$ cat src/rtl/bitand_cosim_driver.sv
`default_nettype none
// ============================================================================
// bitand_cosim_driver : LFSR stimulus generator and response checker for a
// 128-bit reduction-AND unit under test.
// Revision: 1.0
// ============================================================================
module bitand_cosim_driver #(
   parameter int RESP_LAT = 1
) (
   input  logic         clk,
   input  logic         rst,
   input  logic         start,
   input  logic [31:0]  seed,
   input  logic [15:0]  num_vecs,
   output logic [127:0] dut_in,
   input  logic [127:0] dut_out,
   output logic         busy,
   output logic         done,
   output logic         pass,
   output logic [15:0]  err_count,
   output logic [15:0]  first_err_idx
);

   typedef enum logic [2:0] {
      IDLE  = 3'd0,
      DRIVE = 3'd1,
      WAIT  = 3'd2,
      CHECK = 3'd3,
      DONE  = 3'd4
   } state_t;

   localparam logic [31:0]  C_TAPS      = 32'h8020_0003;
   localparam int           C_WAIT_INIT = (RESP_LAT > 1) ? RESP_LAT - 2 : 0;
   localparam logic [3:0]   C_WAIT_LOAD = 4'(C_WAIT_INIT);
   localparam logic [127:0] C_HI_MASK   = 128'hFFFF_FFFF_FFFF_FFFF_FFFF_FFC0_0000_0000;

   state_t         state_q, state_d;
   logic [31:0]    lfsr_q, lfsr_d;
   logic [15:0]    idx_q, idx_d;
   logic [15:0]    num_vecs_q, num_vecs_d;
   logic [15:0]    err_count_q, err_count_d;
   logic [15:0]    first_err_idx_q, first_err_idx_d;
   logic [127:0]   dut_in_q, dut_in_d;
   logic [3:0]     wait_cnt_q, wait_cnt_d;

   logic [31:0]    lfsr_s0, lfsr_s1, lfsr_s2, lfsr_s3;
   logic [127:0]   stim;
   logic [127:0]   exp_out;
   logic           mismatch;

   function automatic logic [31:0] lfsr_step(input logic [31:0] s);
      return s[0] ? ((s >> 1) ^ C_TAPS) : (s >> 1);
   endfunction

   // Each output field carries the AND-reduction in its LSB only; upper bits stay zero.
   function automatic logic [127:0] expect_out(input logic [127:38] v);
      logic [127:0] e;
      e        = '0;
      e[0]     = v[83];
      e[1]     = &v[85:84];
      e[3]     = &v[88:86];
      e[6]     = &v[92:89];
      e[10]    = &v[97:93];
      e[15]    = &v[103:98];
      e[21]    = &v[110:104];
      e[28]    = &v[118:111];
      e[36]    = &v[127:119];
      e[45]    = v[38];
      e[46]    = &v[40:39];
      e[48]    = &v[43:41];
      e[51]    = &v[47:44];
      e[55]    = &v[52:48];
      e[60]    = &v[58:53];
      e[66]    = &v[65:59];
      e[73]    = &v[73:66];
      e[81]    = &v[82:74];
      e[90]    = &v[127:119];
      e[96]    = &v[127:119];
      e[102]   = &v[88:86];
      e[108]   = &v[43:41];
      e[114]   = v[83];
      e[120]   = v[38];
      return e;
   endfunction

   // S0 is the first state after the current one; the register ends a DRIVE on S3.
   always_comb begin
      lfsr_s0 = lfsr_step(lfsr_q);
      lfsr_s1 = lfsr_step(lfsr_s0);
      lfsr_s2 = lfsr_step(lfsr_s1);
      lfsr_s3 = lfsr_step(lfsr_s2);
      stim    = {lfsr_s3, lfsr_s2, lfsr_s1, lfsr_s0};
      unique case (idx_q[1:0])
         2'd0:    stim = {lfsr_s3, lfsr_s2, lfsr_s1, lfsr_s0};
         2'd1:    stim = '1;
         2'd2:    stim = ~(128'd1 << lfsr_s0[6:0]);
         default: stim = {lfsr_s3, lfsr_s2, lfsr_s1, lfsr_s0} | C_HI_MASK;
      endcase
   end

   assign exp_out  = expect_out(dut_in_q[127:38]);
   assign mismatch = (dut_out != exp_out);

   always_comb begin
      state_d         = state_q;
      lfsr_d          = lfsr_q;
      idx_d           = idx_q;
      num_vecs_d      = num_vecs_q;
      err_count_d     = err_count_q;
      first_err_idx_d = first_err_idx_q;
      dut_in_d        = dut_in_q;
      wait_cnt_d      = wait_cnt_q;
      unique case (state_q)
         IDLE, DONE: begin
            if (start) begin
               lfsr_d          = (seed == 32'd0) ? 32'd1 : seed;
               num_vecs_d      = num_vecs;
               idx_d           = 16'd0;
               err_count_d     = 16'd0;
               first_err_idx_d = 16'hFFFF;
               state_d         = (num_vecs == 16'd0) ? DONE : DRIVE;
            end
         end
         DRIVE: begin
            dut_in_d   = stim;
            lfsr_d     = lfsr_s3;
            wait_cnt_d = C_WAIT_LOAD;
            state_d    = (RESP_LAT > 1) ? WAIT : CHECK;
         end
         WAIT: begin
            if (wait_cnt_q == 4'd0) begin
               state_d = CHECK;
            end else begin
               wait_cnt_d = wait_cnt_q - 4'd1;
            end
         end
         CHECK: begin
            if (mismatch) begin
               if (err_count_q != 16'hFFFF) begin
                  err_count_d = err_count_q + 16'd1;
               end
               if (first_err_idx_q == 16'hFFFF) begin
                  first_err_idx_d = idx_q;
               end
            end
            // Widened compare so num_vecs=FFFF terminates instead of wrapping idx.
            if (({1'b0, idx_q} + 17'd1) < {1'b0, num_vecs_q}) begin
               idx_d   = idx_q + 16'd1;
               state_d = DRIVE;
            end else begin
               state_d = DONE;
            end
         end
         default: state_d = IDLE;
      endcase
   end

   always_ff @(posedge clk) begin
      if (rst) begin
         state_q         <= IDLE;
         lfsr_q          <= 32'd1;
         idx_q           <= 16'd0;
         num_vecs_q      <= 16'd0;
         err_count_q     <= 16'd0;
         first_err_idx_q <= 16'hFFFF;
         dut_in_q        <= '0;
         wait_cnt_q      <= 4'd0;
      end else begin
         state_q         <= state_d;
         lfsr_q          <= lfsr_d;
         idx_q           <= idx_d;
         num_vecs_q      <= num_vecs_d;
         err_count_q     <= err_count_d;
         first_err_idx_q <= first_err_idx_d;
         dut_in_q        <= dut_in_d;
         wait_cnt_q      <= wait_cnt_d;
      end
   end

   assign dut_in        = dut_in_q;
   assign busy          = (state_q == DRIVE) || (state_q == WAIT) || (state_q == CHECK);
   assign done          = (state_q == DONE);
   assign pass          = (state_q == DONE) && (err_count_q == 16'd0);
   assign err_count     = err_count_q;
   assign first_err_idx = first_err_idx_q;

endmodule
`default_nettype wire

$ cat config.mk
export PLATFORM = sky130hd
export DESIGN_NAME = bitand_cosim_driver
export DESIGN_NICKNAME = d
export VERILOG_FILES = /design/src/rtl/bitand_cosim_driver.sv
export SDC_FILE = /design/constraint.sdc
export NUM_CORES = 1
export LEC_CHECK = 0
export CAP_MARGIN = 20
export CORE_AREA = 10 10 165 167
export CTS_CLUSTER_SIZE = 40
export DETAILED_ROUTE_END_ITERATION = 8
export DIE_AREA = 0 0 175 177
export GPL_TIMING_DRIVEN = 0
export PLACE_DENSITY_LB_ADDON = 0.25
export SETUP_SLACK_MARGIN = 0.4
export SLEW_MARGIN = 20
export SYNTH_ARGS = -nofsm -noshare
export SYNTH_HDL_FRONTEND = slang
export SYNTH_SLANG_ARGS = --single-unit
$ cat constraint.sdc
create_clock -name clk -period 6.8 [get_ports clk]
set_clock_uncertainty 0.2 [all_clocks]
set_input_delay 1.7 -clock clk [delete_from_list [all_inputs] [get_ports clk]]
set_output_delay 1.7 -clock clk [all_outputs]
set_load 0.01 [all_outputs]
Yosys cells after proc, flatten, opt, wreduce, memory -nomap -nowiden
Index checks and enable logic that the tools add are counted.
{"block": "totals", "n_memories": 0, "word_cells": 96, "mem_bits_ro": 0, "in_bits": 179, "ram_bits": 0, "reg_bits": 231, "latch_bits": 0}
{"block": "op_classes", "n_shift": 1, "n_mul": 0, "div_mod_pow": 0, "bitwise_logic": 5, "magnitude_cmp": 1, "eq_ne": 16, "muxes": 25, "n_reduce_logical": 36, "n_addsub": 4}
{"operator": "128-bit one-hot mux with 3 select lines", "n": 1}
{"operator": "32-bit 2-to-1 mux", "n": 6}
{"operator": "128-bit by 121-bit inequality test with 1-bit output", "n": 1}
{"operator": "128-bit inverter", "n": 1}
{"operator": "1-bit by 7-bit << shifter with 128-bit output (first input constant)", "n": 1}
{"operator": "16-bit 2-to-1 mux", "n": 7}
{"operator": "16-bit one-hot mux with 2 select lines", "n": 3}
{"operator": "32-bit one-hot mux with 2 select lines", "n": 1}
{"operator": "16-bit by 1-bit adder with 16-bit output (second input constant)", "n": 2}
{"operator": "16-bit zero test", "n": 2}
{"operator": "32-bit zero test", "n": 1}
{"operator": "9-bit AND reduction", "n": 2}
{"operator": "16-bit by 1-bit adder with 17-bit output (second input constant)", "n": 1}
{"operator": "17-bit by 16-bit less-than comparator with 1-bit output", "n": 1}
{"operator": "16-bit == test (second input constant)", "n": 1}
{"operator": "16-bit inequality test (second input constant)", "n": 1}
{"operator": "3-bit inverter with 4-bit output", "n": 4}
{"operator": "4-bit AND reduction", "n": 4}
{"operator": "8-bit AND reduction", "n": 2}
{"operator": "2-bit inequality test (second input constant)", "n": 7}
{"operator": "7-bit AND reduction", "n": 2}
{"operator": "3-bit 2-to-1 mux", "n": 4}
{"operator": "3-bit one-hot mux with 4 select lines", "n": 1}
{"operator": "2-bit AND reduction", "n": 6}
{"operator": "18 further kinds", "n": 26}

Depth between registers and ports, before layout
Gate-level depths: netlist of the first run.
{"block": "depth", "word_depth": 9, "ltp_mapped": 15, "depth_no_buf": 13}

Worst setup path after synthesis of the first run
No wires, ideal clock.
{"block": "synth_timing", "path_type": "flip-flop to flip-flop", "from": "reg idx_q[0]", "to": "reg idx_q[14]", "n_path_buf": 2, "path_stages_with_launch": 16, "t_arrival_ps": 3479, "synth_period_minus_slack_ps": 3813, "path_slack_ps": 2987, "setup_ps": 134, "path_cell_list": "dfxtp_1 > ha_1 > nand4_1 > or3_1 > buf_2 > nor3_1 > xor2_1 > ha_1 > a21oi_1 > o21ai_0 > a2111oi_0 > a31oi_1 > o21a_1 > o31ai_1 > buf_2 > o221ai_1"}
{"block": "synth_via", "elab_chain_cells": 4}
{"element": "start: declaration", "line": "39", "rtl": "logic [15:0] idx_q, idx_d;"}
{"element": "start signal: assignment", "line": "171", "rtl": "idx_q <= idx_d;"}
{"element": "16-bit by 1-bit adder with 17-bit output", "line": "147", "rtl": "if (({1'b0, idx_q} + 17'd1) < {1'b0, num_vecs_q}) begin"}
{"element": "17-bit by 16-bit less-than comparator with 1-bit output", "line": "147"}
{"element": "2-bit inequality test (no source line)"}
{"element": "3-bit AND reduction (no source line)"}
Parallel ways exist; a longest one is shown, timed or not. The select of a mux whose other input is x is not followed.
A chain may end at the register's enable or synchronous reset.

Final worst setup path of the first run
{"block": "layout_timing", "from": "reg idx_q[0]", "to": "reg idx_q[15]"}
The elaborated chain is that of the path after synthesis.

==> results by group, run 1 <==
Place
  – IO buf count: 341
  – HPWL Detailed: 38,860 um
  – DP Worst Slack: 1.858 ns
  – Placer's final routability congestion estimate: 0.9907

Timing
  – # setup viols final: 0
  – Slew @ Worst Pin: 0.8055 ns
  – Period utilisation layout: 71.55%
  – RSZ-0062 raised after global routing: false
  – Worst relative slew slack: 45.90%
  – Fmax: 205.5 MHz
  – Fin crit period: 4.866 ns
  – Final worst slack: 1.934 ns
  – Hold slack: 0.2588 ns
  – Final hold violation count: 0
  – Slew Viols, Final: 0
  – Setup TNS: 0 ns

Floorplan
  – Area of the die: 0.03098 mm2
  – Starting Density: 49.34%
  – Chip Width: 175 um
  – Top-level port count: 342
  – Die height: 177 um
  – Core area: 0.02396 mm2
  – Row Count: 57

Synthesis
  – Ys async rst share: 0%
  – Unique masters post-synth: 67
  – Yosys reg bits: 231
  – Syn_nets: 1,716
  – Most used DFF post-synth: dfxtp_1
  – Syn_area_per_cell: 7.830 um2
  – Post-Synthesis Cells: 1,510
  – EDFF count, synth: 0
  – Synthesized area: 0.01182 mm2
  – Post-synthesis sequential area ratio: 39.12%
  – Synth Warn #: 0

Clock tree
  – Clk buf depth: 3
  – CTS hold repair buffers: 0
  – Post-CTS Setup Inserts: 0
  – H-tree levels: 1
  – Post-CTS resize count: 0
  – CTS sink count: 231
  – CTS tree: built
  – Clk Tree Root Cell: clkbuf_16
  – CTS Buf Count: 25
  – Reg clk slew, reported paths: 0.06 ns
  – Clock Latency Late Sink: 0.53 ns

Run
  – Max-cap violation count: 0

Drt
  – Routed vias: 13,630
  – Number of remaining DRC errors: 0
  – Drt first-iter violations: 1,438
  – Pre-Repair DR Iteration Count: 5
  – Routed WL: 49,810 um
  – Routed length per instance: 22.39 um
  – Vias per cell: 6.124
  – Antenna Violating Nets Remaining: 0

Power
  – Peak supply drop: 0.2050 mV
  – PD cells: 341.4 mW/mm2
  – Leak pwr: 5.613 nW

Critical path
  – CP Max Fanout: 10
  – CP peak stage delay: 0.55 ns
  – Critical path capture point type: register
  – CP max-delay cell: dfxtp_1
  – CP delay by family, top: compound AO/OA/AOI/OAI gates
  – R2R Setup Slk: 1.93 ns
  – CP Data Arrival Time: 5.12 ns
  – Crit-path cells: ha_1 > nand4_1 > or3_1 > buf_2 > nor3_1 > xor2_1 > ha_1 > a21oi_1 > o21ai_0 > a2111oi_0 > a31oi_1 > o21ai_1 > clkbuf_1 > nand4_1 > a21oi_1
  – CP Buf/Inv Count: 2
  – Worst setup SP type: register
  – WP data required: 7.05 ns
  – Kind of critical path: register to register

Finish
  – Number of fillers in the final layout: 2,027
  – Area growth, synth to finish: 39.70%
  – Layout cells sized above 1: 3.692%
  – Post-Route Utilization: 68.92%
  – Nets: 2,084

Hold path
  – Hold crit path type: register to register

GRT
  – Total track usage: 30.25%
  – Grt total ovfl: 0
  – First-pass GRT wire length: 75,930 um
  – Vias in the first global route: 13,310
  – Antenna violations before repair: 2
  – Largest net degree at the start of global routing: 14

Run status
  – Status: complete, no violations
worst register-to-register path: stages (launching register included):
cell and delay [ns]:
dfxtp_1 0.55, ha_1 0.32, nand4_1 0.24, or3_1 0.37, buf_2 0.19, nor3_1 0.21
xor2_1 0.28, ha_1 0.30, a21oi_1 0.13, o21ai_0 0.16, a2111oi_0 0.43, a31oi_1 0.21
o21ai_1 0.45, clkbuf_1 0.43, nand4_1 0.17, a21oi_1 0.15
Yosys cell counts, types with 3 or more instances:
library cell	number	share of area, %
o211ai_1	10	0.63
a41oi_1	4	0.30
a211o_1	3	0.22
xor2_1	12	0.89
o311ai_0	3	0.22
o31ai_1	8	0.51
nor2b_1	7	0.37
and2_1	6	0.32
and3_1	14	0.74
nand3_1	28	1.2
or2_2	4	0.21
a31oi_1	3	0.16
buf_2	5	0.21
a22oi_1	31	2.0
a21oi_1	140	5.9
or4b_2	4	0.34
inv_1	37	1.2
nor4_1	45	2.4
a311oi_1	12	0.89
nand3b_1	7	0.44
nand4_1	48	2.5
clkbuf_1	107	3.4
ha_1	27	2.9
buf_4	4	0.25
o41ai_1	15	1.1
o21ai_0	131	5.5
or4_1	7	0.44
dfxtp_1	231	39
xnor2_1	26	1.9
nor2_1	171	5.4
a211oi_1	116	7.4
o21ai_1	7	0.30
nand2_1	124	3.9
buf_1	10	0.32
mux2i_1	6	0.51
nor3_1	47	2.0
o31a_1	3	0.22
nand2b_1	4	0.21
or3_1	8	0.42
buf_6	3	0.29
final cells by class:
cell class / instances / area (um2) / share of cell area [%]
sequential: 231 / 4624 / 28.00
inverter: 37 / 138.9 / 0.8409
clock inverter: 10 / 158.9 / 0.9621
antenna: 5 / 12.51 / 0.07576
timing repair buffer: 341 / 3413 / 20.67
clock buffer: 35 / 703.2 / 4.258
buffer: 129 / 528.0 / 3.197
tap: 324 / 405.4 / 2.455
multi-input combinational: 1113 / 6531 / 39.55
logic make-up (layout without fill, tap and decap cells):
| family | after synthesis | in the layout | synth area share [%] |
|---|---|---|---|
| simple gates | 539 | 539 | 22.18 |
| compound gates | 502 | 502 | 26.74 |
| flops | 231 | 231 | 39.12 |
| buf+inv | 166 | 552 | 5.641 |
| xor+xnor | 39 | 39 | 2.953 |
| fa+ha+maj | 27 | 27 | 2.857 |
| mux | 6 | 6 | 0.5080 |
| other cells | 0 | 5 | 0 |
per-stage QoR:
step / instance area [um2] / std cells / total power (W)
floorplan: 11820 / 1510 / 0.003053
global route: 16510 / 2221 / 0.005891
detailed placement: 15640 / 2175 / 0.004155
CTS: 16500 / 2220 / 0.005589
global placement: 15640 / 2175 / 0.004109
finish: 16520 / 2225 / 0.005639
routing by layer:
layer	up-vias	share of wire, %	GRT usage [%]
li1	6313	-	-
met1	6408	38	34.82
met2	753	48	53.31
met3	153	10	6.870
met4	0	3.9	12.12
met5	-	0	0
registers in the layout, summed over array words and instances (netlist names):
register and cells:
dut_in 128, err_count 16, first_err_idx 16, idx_q 16, lfsr_q 32, num_vecs_q 16
state_q 3, wait_cnt_q 4
worst paths after layout:
| path | start | cells after the start | end |
|---|---|---|---|
| worst max-delay path | idx_q[0] | 15 | idx_q[15] |
| worst max register to register | idx_q[0] | 15 | idx_q[15] |
| worst min register to register | num_vecs_q[14] | 2 | num_vecs_q[14] |
| worst min-delay path | num_vecs_q[14] | 2 | num_vecs_q[14] |
report_power, final:
group          switching (W)  internal, W
logic                0.00133     0.000932
clock network       0.000575     0.000872
registers           0.000277      0.00165
cells in the final DEF, fill, tap and decap left out, types with 4 or more instances in the layout:
master           instances
buf_4                    4
nand3b_1                 7
bufinv_16                4
mux2i_1                  6
or4b_2                   4
a211oi_1               116
nand2b_1                 4
or2_2                    4
a41oi_1                  4
buf_1                   10
xor2_1                  12
nor2_1                 171
and3_1                  14
or4_1                    7
o211ai_1                10
xnor2_1                 26
clkbuf_1               113
clkbuf_8                 4
nand4_1                 48
diode_2                  5
o31ai_1                  8
a21oi_1                140
nor4_1                  45
o21ai_0                131
buf_2                    5
o41ai_1                 15
inv_1                   37
dfxtp_1                231
nor3_1                  47
nor2b_1                  7
or3_1                    8
nand2_1                124
and2_1                   6
clkbuf_16               25
a22oi_1                 31
o21ai_1                  7
ha_1                    27
nand3_1                 28
clkdlybuf4s50_1        341
a311oi_1                12
Note: power is estimated with default switching activity, not from simulation.
==> run 2: changes to the inputs <==
--- a/config.mk
+++ b/config.mk
@@ -6,10 +6,10 @@
 export NUM_CORES = 1
 export LEC_CHECK = 0
 export CAP_MARGIN = 20
-export CORE_AREA = 10 10 165 167
+export CORE_AREA = 10 10 175 177
 export CTS_CLUSTER_SIZE = 40
 export DETAILED_ROUTE_END_ITERATION = 8
-export DIE_AREA = 0 0 175 177
+export DIE_AREA = 0 0 185 187
 export GPL_TIMING_DRIVEN = 0
 export PLACE_DENSITY_LB_ADDON = 0.25
 export SETUP_SLACK_MARGIN = 0.4
==> constraint.sdc (replaced) <==
create_clock -name clk -period 4 [get_ports clk]
set_clock_uncertainty 0.2 [all_clocks]
set_input_delay 1 -clock clk [delete_from_list [all_inputs] [get_ports clk]]
set_output_delay 1 -clock clk [all_outputs]
set_load 0.01 [all_outputs]
==> results by group, run 2 (synthesis results as in run 1) <==
Run status
  – Status: complete, no violations

Critical path
  – R2r worst-path depth: 16 (+1)
  – Worst setup SP type: register
  – CP max-delay cell: dfxtp_4
  – Crit-path cells: ha_4 > nand4_1 > or3_4 > buf_6 > nor3_4 > xor2_2 > ha_4 > a21oi_2 > o21ai_2 > buf_4 > o211ai_1 > a31oi_2 > o21a_2 > o31ai_4 > buf_6 > o221ai_1
  – Reg-to-Reg End: idx_q[14]
  – Critical R2R Launch: idx_q[0]
  – R2R Setup Slk: 0.29 ns (-1.64 ns)
  – WP data required: 4.20 ns (-2.85 ns)
  – CP peak stage delay: 0.37 ns (-0.18 ns)
  – CP endpoint: idx_q[14]
  – CP delay by family, top: compound AO/OA/AOI/OAI gates
  – Levels on crit path: 16 (+1)
  – CP Buf/Inv Count: 3 (+1)
  – Critical path capture point type: register
  – CP Max Fanout: 5 (-5)
  – CP Data Arrival Time: 3.91 ns (-1.21 ns)
  – Worst Setup SP: idx_q[0]
  – Kind of critical path: register to register

Power
  – PD cells: 560.1 mW/mm2 (+64%)
  – Leak pwr: 5.806 nW (+3.5%)
  – Pwr Total: 0.009457 W (+68%)
  – Peak supply drop: 0.3459 mV (+69%)

Timing
  – Fin crit period: 3.709 ns (-1.157 ns)
  – Fmax: 269.6 MHz (+31%)
  – RSZ-0062 raised after global routing: true
  – Setup TNS: 0 ns (unchanged)
  – Worst relative slew slack: 47.25% (+1.3 points)
  – Hold slack: 0.2658 ns (+0.007017 ns)
  – Period utilisation layout: 92.72% (+21 points)
  – Slew @ Worst Pin: 0.7853 ns (-0.02021 ns)
  – Slew Viols, Final: 0 (unchanged)
  – # setup viols final: 0 (unchanged)
  – Final hold violation count: 0 (unchanged)

Place
  – HPWL Detailed: 40,720 um (+4.8%)
  – Dpl cells: 2,197 (+1.0%)
  – Placer's final routability congestion estimate: 0.9825 (-0.83%)
  – Placement Cell Area: 0.01568 mm2 (+0.26%)
  – IO buf count: 341 (unchanged)

Clock tree
  – CTS tree: built
  – Clk buf depth: 3 (unchanged)
  – Reg clk slew, reported paths: 0.06 ns (about the same)
  – Clock Latency Late Sink: 0.53 ns (about the same)
  – CTS sink count: 231 (unchanged)
  – Clk Tree Root Cell: clkbuf_16
  – CTS Buf Count: 25 (unchanged)
  – CTS hold repair buffers: 0 (unchanged)
  – H-tree levels: 1 (unchanged)

Drt
  – Routed length per instance: 23.06 um (+3.0%)
  – Vias per cell: 6.143 (+0.31%)
  – Routed WL: 52,490 um (+5.4%)
  – Pre-Repair DR Iteration Count: 7 (+2)
  – Drt first-iter violations: 1,552 (+7.9%)
  – Antenna Violating Nets Remaining: 0 (unchanged)
  – Routed vias: 13,980 (+2.6%)
  – Number of remaining DRC errors: 0 (unchanged)

GRT
  – Grt total ovfl: 0 (unchanged)
  – Antenna violations before repair: 4 (+2)
  – Largest net degree at the start of global routing: 14 (unchanged)
  – First-pass GRT wire length: 78,180 um (+3.0%)
  – Vias in the first global route: 13,110 (-1.5%)
  – Total track usage: 28.42% (-1.8 points)

Floorplan
  – Starting Density: 43.27% (-6.1 points)
  – Top-level port count: 342 (unchanged)
  – Core area: 0.02732 mm2 (+14%)
  – Row Count: 61 (+7.0%)
  – Die height: 187 um (+5.6%)
  – Area of the die: 0.03460 mm2 (+12%)
  – Chip Width: 185 um (+5.7%)

Finish
  – Max FFs per register: 128 (unchanged)
  – Most frequent cells in the layout: 341 x clkdlybuf4s50_1, 227 x dfxtp_1, 169 x nor2_1
  – Most common cell after layout, fill and taps aside: clkdlybuf4s50_1
  – Layout cells sized above 1: 6.743% (+3.1 points)
  – Cell area after layout: 0.01688 mm2 (+2.2%)
  – Area growth, synth to finish: 42.82%
  – Register area: 0.004639 mm2 (+0.32%)
  – Number of fillers in the final layout: 2,439 (+20%)
  – Multi-input logic area: 0.006671 mm2 (+2.1%)
  – Cell Count, Final, Fillers Out: 2,276 (+2.3%)
  – Nets: 2,118 (+1.6%)

Run
  – Max-cap violation count: 0 (unchanged)

Hold path
  – Hold crit path type: register to register
-- run 2: per-stage QoR --
step	setup WS, ns	util (%)
after floorplan	0.4074	-
after global placement	-0.3531	57.40
after detailed placement	-0.4136	57.40
after CTS	0.3200	61.53
after global routing	0.1362	61.80
final	0.2914	61.80
-- run 2: cell type report --
cell class | instances | share of cell area (%)
Multi-Input combinational cell | 1113 | 39.51
Sequential cell | 231 | 27.48
Timing Repair Buffer | 375 | 21.75
Clock buffer | 33 | 4.061
Buffer | 129 | 3.327
Tap cell | 346 | 2.564
Inverter | 37 | 0.8225
Clock inverter | 10 | 0.4594
Antenna cell | 2 | 0.02964
-- run 2: worst min path at each step --
stage	start	end	slack, ns	depth (start not counted)
after CTS	num_vecs_q[4]	num_vecs_q[4]	0.26	2
after global placement	num_vecs_q[15]	num_vecs_q[15]	0.24	2
after floorplan	num_vecs_q[10]	num_vecs_q[10]	0.24	2
final	num_vecs_q[2]	num_vecs_q[2]	0.27	2
after detailed placement	num_vecs_q[4]	num_vecs_q[4]	0.25	2
after global routing	first_err_idx[5]	first_err_idx[5]	0.29	2
-- run 2: tightest hold or removal path: cells and delay by family, from the launching register on --
kind               cells  cell delay [ns]
AOI/OAI and AO/OA      1             0.05
DFF                    1             0.31
and+or+nand+nor        1             0.05
-- run 2: what timing repair did --
action                     CTS  global route
gates resized for setup     34            10
gates cloned                 1             0
setup endpoints to repair   50            19
buffers inserted            32             1
pin swaps                   17            11
-- run 2: power breakdown --
group / switching (W) / internal, W / leakage (nW)
sequential: 0.000508 / 0.00280 / 1.90
combinational: 0.00232 / 0.00161 / 3.53
clock: 0.000953 / 0.00126 / 0.381
total: 0.00378 / 0.00568 / 5.81
-- run 2: routing by layer --
| metal | part of all wire, % | vias to the layer above | track usage [%] |
|---|---|---|---|
| met1 | 39 | 6646 | 35.93 |
| met3 | 12 | 119 | 7.187 |
| met4 | 3.2 | 4 | 8.818 |
| met2 | 45 | 830 | 46.24 |
| li1 | - | 6383 | - |
| met5 | 0.061 | - | 0 |
==> run 3: changes to the inputs <==
--- a/config.mk
+++ b/config.mk
@@ -5,13 +5,15 @@
 export SDC_FILE = /design/constraint.sdc
 export NUM_CORES = 1
 export LEC_CHECK = 0
+export ABC_AREA = 1
 export CAP_MARGIN = 20
-export CORE_AREA = 10 10 175 177
+export CORE_AREA = 10 10 181 183
 export CTS_CLUSTER_SIZE = 40
 export DETAILED_ROUTE_END_ITERATION = 8
-export DIE_AREA = 0 0 185 187
+export DIE_AREA = 0 0 191 193
 export GPL_TIMING_DRIVEN = 0
 export PLACE_DENSITY_LB_ADDON = 0.25
+export RECOVER_POWER = 50
 export SETUP_SLACK_MARGIN = 0.4
 export SLEW_MARGIN = 20
 export SYNTH_ARGS = -nofsm -noshare
==> results by group, run 3 <==
Floorplan
  – Row Count: 63 (+3.3%)
  – Chip Width: 191 um (+3.2%)
  – Core area: 0.02924 mm2 (+7.0%)
  – Starting Density: 44.29% (+1.0 points)
  – Die height: 193 um (+3.2%)
  – Top-level port count: 342 (unchanged)
  – Area of the die: 0.03686 mm2 (+6.6%)

Synthesis
  – Yosys reg bits: 231 (unchanged)
  – Synthesized area: 0.01295 mm2 (+9.6%)
  – Syn_nets: 2,217 (+29%)
  – Ys async rst share: 0% (unchanged)
  – Post-synth top cells: 409 x nand2_1, 246 x o21ai_0, 231 x dfxtp_1
  – Unique masters post-synth: 39 (-42%)
  – Syn_area_per_cell: 6.441 um2 (-18%)
  – Synth top area cells: dfxtp_1 36%, nand2_1 12%, o21ai_0 9.5%, a21oi_1 8.5%, nor2_1 6.4%
  – EDFF count, synth: 0 (unchanged)
  – Synth Warn #: 0 (unchanged)
  – Most common cell in the netlist: nand2_1
  – Synth area leader: dfxtp_1
  – Post-synthesis sequential area ratio: 35.70% (-3.4 points)
  – Top cell type's share of synthesized area: 35.70% (-3.4 points)
  – Most used DFF post-synth: dfxtp_1
  – Post-Synthesis Cells: 2,011 (+33%)

Power
  – Leak pwr: 7.466 nW (+29%)
  – Comb pwr share: 52.1% (+10 points)
  – Peak supply drop: 0.3903 mV (+13%)
  – Power share of the clock group: 17.3% (-6.1 points)
  – PD cells: 747.7 mW/mm2 (+34%)
  – P_int: 0.006958 W (+22%)
  – Sequential Power Share: 30.6% (-4.4 points)
  – Switch share: 47.50% (+7.6 points)
  – Switching power: 0.006294 W (+67%)

Finish
  – Post-Route Utilization: 60.60% (-1.2 points)
  – Area growth, synth to finish: 36.83%
  – Most frequent cells in the layout: 409 x nand2_1, 246 x o21ai_0, 229 x dfxtp_1
  – Cell area after layout: 0.01772 mm2 (+5.0%)
  – Number of fillers in the final layout: 2,857 (+17%)
  – Antenna Cells: 0 (-2)
  – Max FFs per register: 128 (unchanged)
  – Nets: 2,588 (+22%)
  – Layout cells sized above 1: 3.376% (-3.4 points)
  – Most common cell after layout, fill and taps aside: nand2_1

Clock tree
  – Reg clk slew, reported paths: 0.06 ns (about the same)
  – CTS sink count: 231 (unchanged)
  – CTS tree: built
  – CTS Buf Count: 25 (unchanged)
  – Clk buf depth: 3 (unchanged)
  – H-tree levels: 1 (unchanged)
  – Clk Tree Root Cell: clkbuf_16
  – Clock Latency Late Sink: 0.54 ns (about the same)
  – CTS hold repair buffers: 0 (unchanged)

Critical path
  – WP data required: 4.18 ns (-0.02 ns)
  – CP peak stage delay: 0.86 ns (+0.49 ns)
  – CP Max Fanout: 10 (+5)
  – CP Data Arrival Time: 3.77 ns (-0.14 ns)
  – R2R Setup Slk: 0.41 ns (+0.12 ns)
  – Critical path capture point type: register
  – Worst setup SP type: register
  – CP delay by family, top: simple AND/OR/NAND/NOR gates
  – CP Buf/Inv Count: 4 (+1)
  – Crit-path cells: inv_1 > nor3_2 > inv_2 > nor2_1 > inv_2 > clkbuf_1 > a21oi_1 > a21oi_1
  – Kind of critical path: register to register
  – CP max-delay cell: nor3_2

Timing
  – Period utilisation layout: 89.75% (-3.0 points)
  – # setup viols final: 0 (unchanged)
  – Fin crit period: 3.590 ns (-0.1184 ns)
  – RSZ-0062 raised after global routing: true
  – Hold slack: 0.2617 ns (-0.004081 ns)
  – Slew Viols, Final: 0 (unchanged)
  – Fmax: 278.5 MHz (+3.3%)
  – Slew @ Worst Pin: 1.147 ns (+0.3614 ns)
  – Setup TNS: 0 ns (unchanged)
  – Worst relative slew slack: 23.14% (-24 points)
  – Final hold violation count: 0 (unchanged)

Run
  – Max-cap violation count: 0 (unchanged)

Drt
  – Antenna Violating Nets Remaining: 0 (unchanged)
  – Routed vias: 15,990 (+14%)
  – M1 WL: 24,110 um (+17%)
  – WL met2: 27,710 um (+16%)
  – Vias per cell: 5.734 (-6.7%)
  – Routed WL: 60,940 um (+16%)
  – Highest metal used: met4
  – Number of remaining DRC errors: 0 (unchanged)
  – Drt first-iter violations: 1,733 (+12%)
  – Pre-Repair DR Iteration Count: 6 (-1)
  – Metal3 WL: 5860 um (-7.5%)
  – Routed length per instance: 21.85 um (-5.3%)

GRT
  – Vias in the first global route: 15,310 (+17%)
  – Antenna violations before repair: 0 (-4)
  – First-pass GRT wire length: 90,430 um (+16%)
  – Largest net degree at the start of global routing: 14 (unchanged)
  – Grt total ovfl: 0 (unchanged)
  – Total track usage: 31.52% (+3.1 points)

Place
  – HPWL Detailed: 48,590 um (+19%)
  – IO buf count: 340 (-0.29%)
  – Placer's final routability congestion estimate: 1.046 (+6.5%)
  – Placement Cell Area: 0.01684 mm2 (+7.4%)

Hold path
  – Hold crit path type: register to register

Run status
  – Status: complete, no violations
==> run 3: changes by cell type in the layout (fill, tap and decap cells not counted), sizes merged, moves of 108 or more <==
| cell | previous run | this run |
|---|---|---|
| o21ai | 138 | 246 |
| inv | 37 | 193 |
| dlygate4sd3 | 0 | 161 |
| nand2 | 124 | 411 |
| a211oi | 116 | 5 |
| clkdlybuf4s50 | 341 | 178 |
==> run 3: routing by layer <==
layer / GRT usage (%) / vias to the layer above
li1: - / 7462
met2: 51.14 / 974
met1: 39.95 / 7359
met5: 0 / -
met3: 5.450 / 197
met4: 15.23 / 0
==> run 3: cell type report <==
type / instances / area (um2) / area share, %
flip-flops and latches: 231 / 4627 / 26.11
repair buffers: 344 / 3436 / 19.39
inverters: 196 / 735.7 / 4.151
clock inverters: 6 / 62.56 / 0.3530
plain buffers: 125 / 481.7 / 2.718
multi-input cells: 1459 / 7158 / 40.39
clock buffers: 38 / 734.5 / 4.144
well taps: 390 / 488.0 / 2.753
==> run 3: metrics by stage <==
stage,instances,total power [W],setup WS [ns]
2_1_floorplan,2011,0.007566,0.9609
3_3_place_gp,2741,0.01091,0.2368
3_5_place_dp,2741,0.01099,0.1804
4_1_cts,2787,0.01333,0.4237
5_1_grt,2789,0.01400,0.2584
6_report,2789,0.01325,0.4098
==> run 3: cell families (layout without fill, tap and decap cells) <==
family	Yosys count	count (layout)	share of synthesized area (%)
simple gates	881	881	29.08
compound gates	531	531	21.86
xor+xnor	20	20	1.352
flops	231	231	35.70
buf+inv	321	709	9.399
fa+ha+maj	27	27	2.608
==> run 3: path summary, 6_finish.rpt <==
kind	startpoint	end	cells past startpoint
max reg2reg	state_q[0]	dut_in[63]	8
min	num_vecs_q[6]	num_vecs_q[6]	2
max	state_q[0]	dut_in[63]	8
min reg2reg	num_vecs_q[6]	num_vecs_q[6]	2
==> run 3: tightest hold or removal path: cells and delay by family (launching register included) <==
kind | cells | cell delay [ns]
compound gates | 1 | 0.06
buf+inv | 1 | 0.06
flops | 1 | 0.30
==> run 3: timing repair <==
item	CTS	global route
pin swaps	1	1
setup endpoints to repair	18	20
buffers inserted	2	2
gates resized for setup	6	10
==> run 3: power by group through the flow <==
stage               Combinational [W]  Clock, W  Sequential, W
floorplan                     0.00347         0        0.00409
global placement              0.00684         0        0.00406
detailed placement            0.00692         0        0.00407
CTS                           0.00698   0.00231        0.00404
global route                  0.00745   0.00240        0.00414
finish                        0.00690   0.00230        0.00405
